## src/rtl/scan_decoder.sv

```systemverilog
// scan_decoder: keypad column scanner with row priority encode, debounce and one-cycle key pulse
module scan_decoder #(
  parameter int SCAN_DIV = 4,
  parameter int DEBOUNCE_CYCLES = 4
) (
  input  logic       clk,
  input  logic       reset,
  input  logic       enable,
  input  logic [3:0] row,
  output logic [3:0] col,
  output logic [1:0] col_idx,
  output logic [3:0] key_code,
  output logic       key_valid,
  output logic       busy
);
  localparam int DW = $clog2(SCAN_DIV);
  typedef enum logic [1:0] {SCAN, DEBOUNCE, HOLD, RELEASE} state_t;
  state_t state, state_n;
  logic [DW-1:0] dwell, dwell_n;
  logic [7:0] cnt, cnt_n;
  logic [3:0] sync1, row_s, ref_r, ref_n, key_code_n;
  logic [1:0] col_idx_n, ref_idx;
  logic busy_n, valid_n, pressed, dwell_end, cnt_end;
  assign pressed = row_s != 4'hF;
  assign dwell_end = dwell == DW'(SCAN_DIV - 1);
  assign cnt_end = cnt == 8'(DEBOUNCE_CYCLES);
  assign ref_idx = !ref_r[3] ? 2'd3 : !ref_r[2] ? 2'd2 : !ref_r[1] ? 2'd1 : 2'd0;
  always_comb begin
    state_n = state;
    dwell_n = dwell;
    cnt_n = cnt;
    ref_n = ref_r;
    col_idx_n = col_idx;
    key_code_n = key_code;
    busy_n = busy;
    valid_n = 1'b0;
    if (!enable) begin
      state_n = SCAN;
      dwell_n = '0;
      busy_n = 1'b0;
    end else begin
      case (state)
        SCAN: begin
          if (col != 4'hF) begin
            if (!dwell_end) dwell_n = dwell + 1'b1;
            else if (pressed) begin
              state_n = DEBOUNCE;
              ref_n = row_s;
              cnt_n = 8'd1;
            end else begin
              col_idx_n = col_idx + 1'b1;
              dwell_n = '0;
            end
          end
        end
        DEBOUNCE: begin
          if (cnt_end) begin
            state_n = HOLD;
            key_code_n = {ref_idx, col_idx};
            valid_n = 1'b1;
            busy_n = 1'b1;
          end else if (!pressed) begin
            state_n = SCAN;
            dwell_n = '0;
          end else if (row_s == ref_r) cnt_n = cnt + 8'd1;
          else begin
            ref_n = row_s;
            cnt_n = 8'd1;
          end
        end
        HOLD: begin
          if (!pressed) begin
            state_n = RELEASE;
            cnt_n = 8'd1;
          end
        end
        RELEASE: begin
          if (cnt_end) begin
            state_n = SCAN;
            busy_n = 1'b0;
            col_idx_n = col_idx + 1'b1;
            dwell_n = '0;
          end else if (pressed) state_n = HOLD;
          else cnt_n = cnt + 8'd1;
        end
      endcase
    end
  end
  always_ff @(posedge clk) begin
    if (reset) begin
      state <= SCAN;
      col_idx <= 2'd0;
      col <= 4'hE;
      key_code <= 4'h0;
      key_valid <= 1'b0;
      busy <= 1'b0;
      dwell <= '0;
      cnt <= 8'd0;
      ref_r <= 4'hF;
      sync1 <= 4'hF;
      row_s <= 4'hF;
    end else begin
      state <= state_n;
      col_idx <= col_idx_n;
      col <= enable ? ~(4'b0001 << col_idx_n) : 4'hF;
      key_code <= key_code_n;
      key_valid <= valid_n;
      busy <= busy_n;
      dwell <= dwell_n;
      cnt <= cnt_n;
      ref_r <= ref_n;
      sync1 <= row;
      row_s <= sync1;
    end
  end
endmodule

```

## config.mk

```make
export PLATFORM = sky130hd
export DESIGN_NAME = scan_decoder
export DESIGN_NICKNAME = d
export VERILOG_FILES = /design/src/rtl/scan_decoder.sv
export SDC_FILE = /design/constraint.sdc
export NUM_CORES = 1
export LEC_CHECK = 0
export ABC_AREA = 1
export ABC_CLOCK_PERIOD_IN_PS = 2560
export CORE_MARGIN = 1
export CORE_UTILIZATION = 61
export CTS_CLUSTER_SIZE = 24
export DETAILED_ROUTE_END_ITERATION = 12
export PLACE_DENSITY = 0.84
export SLEW_MARGIN = 20
export SYNTH_ARGS = -nofsm -noshare
export SYNTH_HDL_FRONTEND = slang
export SYNTH_SLANG_ARGS = --single-unit
export TNS_END_PERCENT = 50
```

## constraint.sdc

```tcl
create_clock -name clk -period 2.56 [get_ports clk]
set_input_delay 0.64 -clock clk [delete_from_list [all_inputs] [get_ports clk]]
set_output_delay 0.64 -clock clk [all_outputs]
set_load 0.01 [all_outputs]
```

==> impl_metrics.yaml <==
timing:
  drv_slew: 0
  finalHoldViolCount: 0
  finalSetupViolCount: 0
  tightest_slew_ps: 448.0
  fmax_ghz: 0.5146
  finalWorstSetupSlack_ps: 616.9
  finClkSkew_ps: 10.34
  post-route-period-util_pct: 75.90
  fin_crit_ps: 1943
  rsz0062_at_grt: "no"
  timing.setup.tns_ps: 0
  slew_headroom_pct: 69.97
cts:
  cts_tree: "built"
  ctsHtreeMaxLevel: 2
  clk_latency_ps: 350
  cts.reportedPaths.clkPinSlew_ps: 110
  clk_root_buffer_cell: "clkbuf_4"
  cts_buffers: 5
  postCtsResizedCells: 0
  cts_hold_buffers: 0
  post_cts_buffers: 0
  ctsLongestPathBuffers: 2
  clock_sinks: 36
placement:
  dpl.cell_count: 366
  io_buffers: 18
  gp_congestion: 0.9176
  dp_hpwl_um: 3262
  dp_worst_setup_slack_ps: 376.2
pwr:
  p_int_w: 0.0007386
  net-switching-power_w: 0.0002515
  ir_worst_vdd_v: 0.0003233
  p_per_area_nw_per_um2: 416.3
  switching_share_pct: 25.40
  p_clk_share_pct: 32.7
  pwr-share-comb_pct: 9.0
  p_leak_nw: 1.107
  seq_power_share_pct: 58.3
yosys:
  synth_seq_area_share_pct: 34.62
  syn_inst: 306
  ys_types: 30
  yosysWarnings: 0
  syn_nets: 320
  netlist_area_um2: 2082
  ys_seq_elements: 36
  avgSynthCellArea_um2: 6.804
detailed_routing:
  route.detailed.drc: 0
  vias: 1945
  final_antenna_net_count: 0
  drtPass1Iterations: 4
  via_per_inst: 5.201
  drt_wl_total_um: 4311
  drt_iter0_drc: 102
  wl_per_cell_um: 11.53
worst_setup_path:
  critical-path-slowest-cell: "clkdlybuf4s50_1"
  r2r_slack_ps: 650
  cp_top_family: "buffers and inverters"
  critPathArrivalTime_ps: 1300
  crit_type: "reg2out"
  worstPathCellList: "clkdlybuf4s50_1"
  endpoint_kind: "output port"
  cp_max_fo: 4
  max_stage_delay_ps: 560
  start_kind: "register"
  worst-path-buf-inv: 1
  required_ps: 1920
global_routing:
  grt_antenna_before_repair: 0
  grtUsageTotal_pct: 26.71
  grt_pass1_vias: 1710
  grt_max_degree: 17
  gr-total-overflow: 0
  grt_pass1_wl_um: 7251
floorplan:
  num_rows: 20
  die_area_um2: 3651
  io_pins: 19
  die-height_um: 60.42
  fp.dieW_um: 60.42
  core_area_um2: 3153
  start_util_pct: 66.03
final_layout:
  n_fill_cell: 255
  stdcell_count: 374
  multi_input_area_um2: 1202
  seq_area_um2: 720.7
  drive_gt1_share_pct: 13.64
  diodes: 0
  nets: 343
  final_cell_mix: "94 x nand2_1, 36 x dfxtp_1, 32 x inv_1"
  area_delta_synth_final_pct: 14.24
  layout_commonest_cell: "nand2_1"
worst_hold_path:
  hold_path.class: "reg2reg"
run_status:
  status: "finished clean"
run:
  cap_violations: 0
synthesized netlist by cell type:
library cell	number	share of area, %
nand3_1	24	5.8
nand2_1	94	17
nand2_2	8	2.4
nand3_4	1	0.84
or2_2	8	2.4
clkinv_1	2	0.36
o21ai_1	9	2.2
clkbuf_1	3	0.54
nor3_1	2	0.48
o21ai_4	1	0.78
nor2_8	1	0.96
nor2_4	6	3.2
nor3_2	1	0.48
ha_1	7	4.2
a31oi_1	2	0.60
a21oi_1	12	2.9
o21ai_0	7	1.7
nand3_2	2	0.96
inv_1	32	5.8
inv_2	4	0.72
a21oi_2	1	0.42
nand4_4	1	1.0
xor2_1	2	0.84
xnor2_1	1	0.42
o21ai_2	1	0.42
nor3b_2	1	0.60
nor2_1	30	5.4
buf_2	1	0.24
nand4_1	6	1.8
dfxtp_1	36	35
per-layer routing:
layer / part of all wire [%] / wire (um) / vias up / GRT usage (%)
met4: 2.0 / 85 / 0 / 11.04
met5: 0 / 0 / - / 0
li1: - / - / 1016 / -
met3: 4.0 / 172 / 13 / 6.397
met2: 46 / 2000 / 49 / 45.21
met1: 48 / 2053 / 867 / 32.58
kinds of logic (layout without fill, tap and decap cells):
family	Yosys count	count (layout)	synth area share, %
xor gates and xnor gates	3	3	1.262
buffers and inverters	42	66	7.632
AOI/OAI and AO/OA	33	33	8.954
and+or+nand+nor	185	185	43.33
adders and majority gates	7	7	4.207
DFF	36	36	34.62
final timing paths:
check | from | to | cells after the start
setup / recovery | col_idx[0] | col_idx[0] | 1
hold / removal | sync1[1] | row_s[1] | 1
setup reg to reg | state[0] | col[3] | 8
hold reg to reg | sync1[1] | row_s[1] | 1
cell type report:
type / instances / share of cell area, %
Multi-Input combinational cell: 228 / 50.55
Sequential cell: 36 / 30.30
Timing Repair Buffer: 20 / 8.206
Inverter: 38 / 5.997
Clock buffer: 7 / 2.315
Tap cell: 44 / 2.315
Clock inverter: 1 / 0.3156
per-stage QoR:
stage                     cell area (um^2)  power (W)  hold slack, ps  util (%)
after floorplan                       2082  0.0006501           389.5         -
after global placement                2316  0.0006757           391.4     73.45
after detailed placement              2316  0.0006779           394.4     73.45
after CTS                             2379  0.0009958           419.8     75.44
after global routing                  2379   0.001035           436.3     75.44
final                                 2379  0.0009901           416.8     75.44
flip-flops by register name, summed over array words and instances, names as in the netlist:
signal     count
busy           1
cnt            8
col            4
col_idx        2
dwell          2
key_code       4
key_valid      1
ref_r          4
row_s          4
state          2
sync1          4
power groups by stage:
stage | clock network [W] | logic, W | registers (W)
after floorplan | 0 | 0.0000618 | 0.000588
after global placement | 0 | 0.0000861 | 0.000590
after detailed placement | 0 | 0.0000881 | 0.000590
after CTS | 0.000330 | 0.0000888 | 0.000577
after global routing | 0.000358 | 0.0000986 | 0.000578
final | 0.000324 | 0.0000890 | 0.000577
Power figures use the tool's default switching activity.
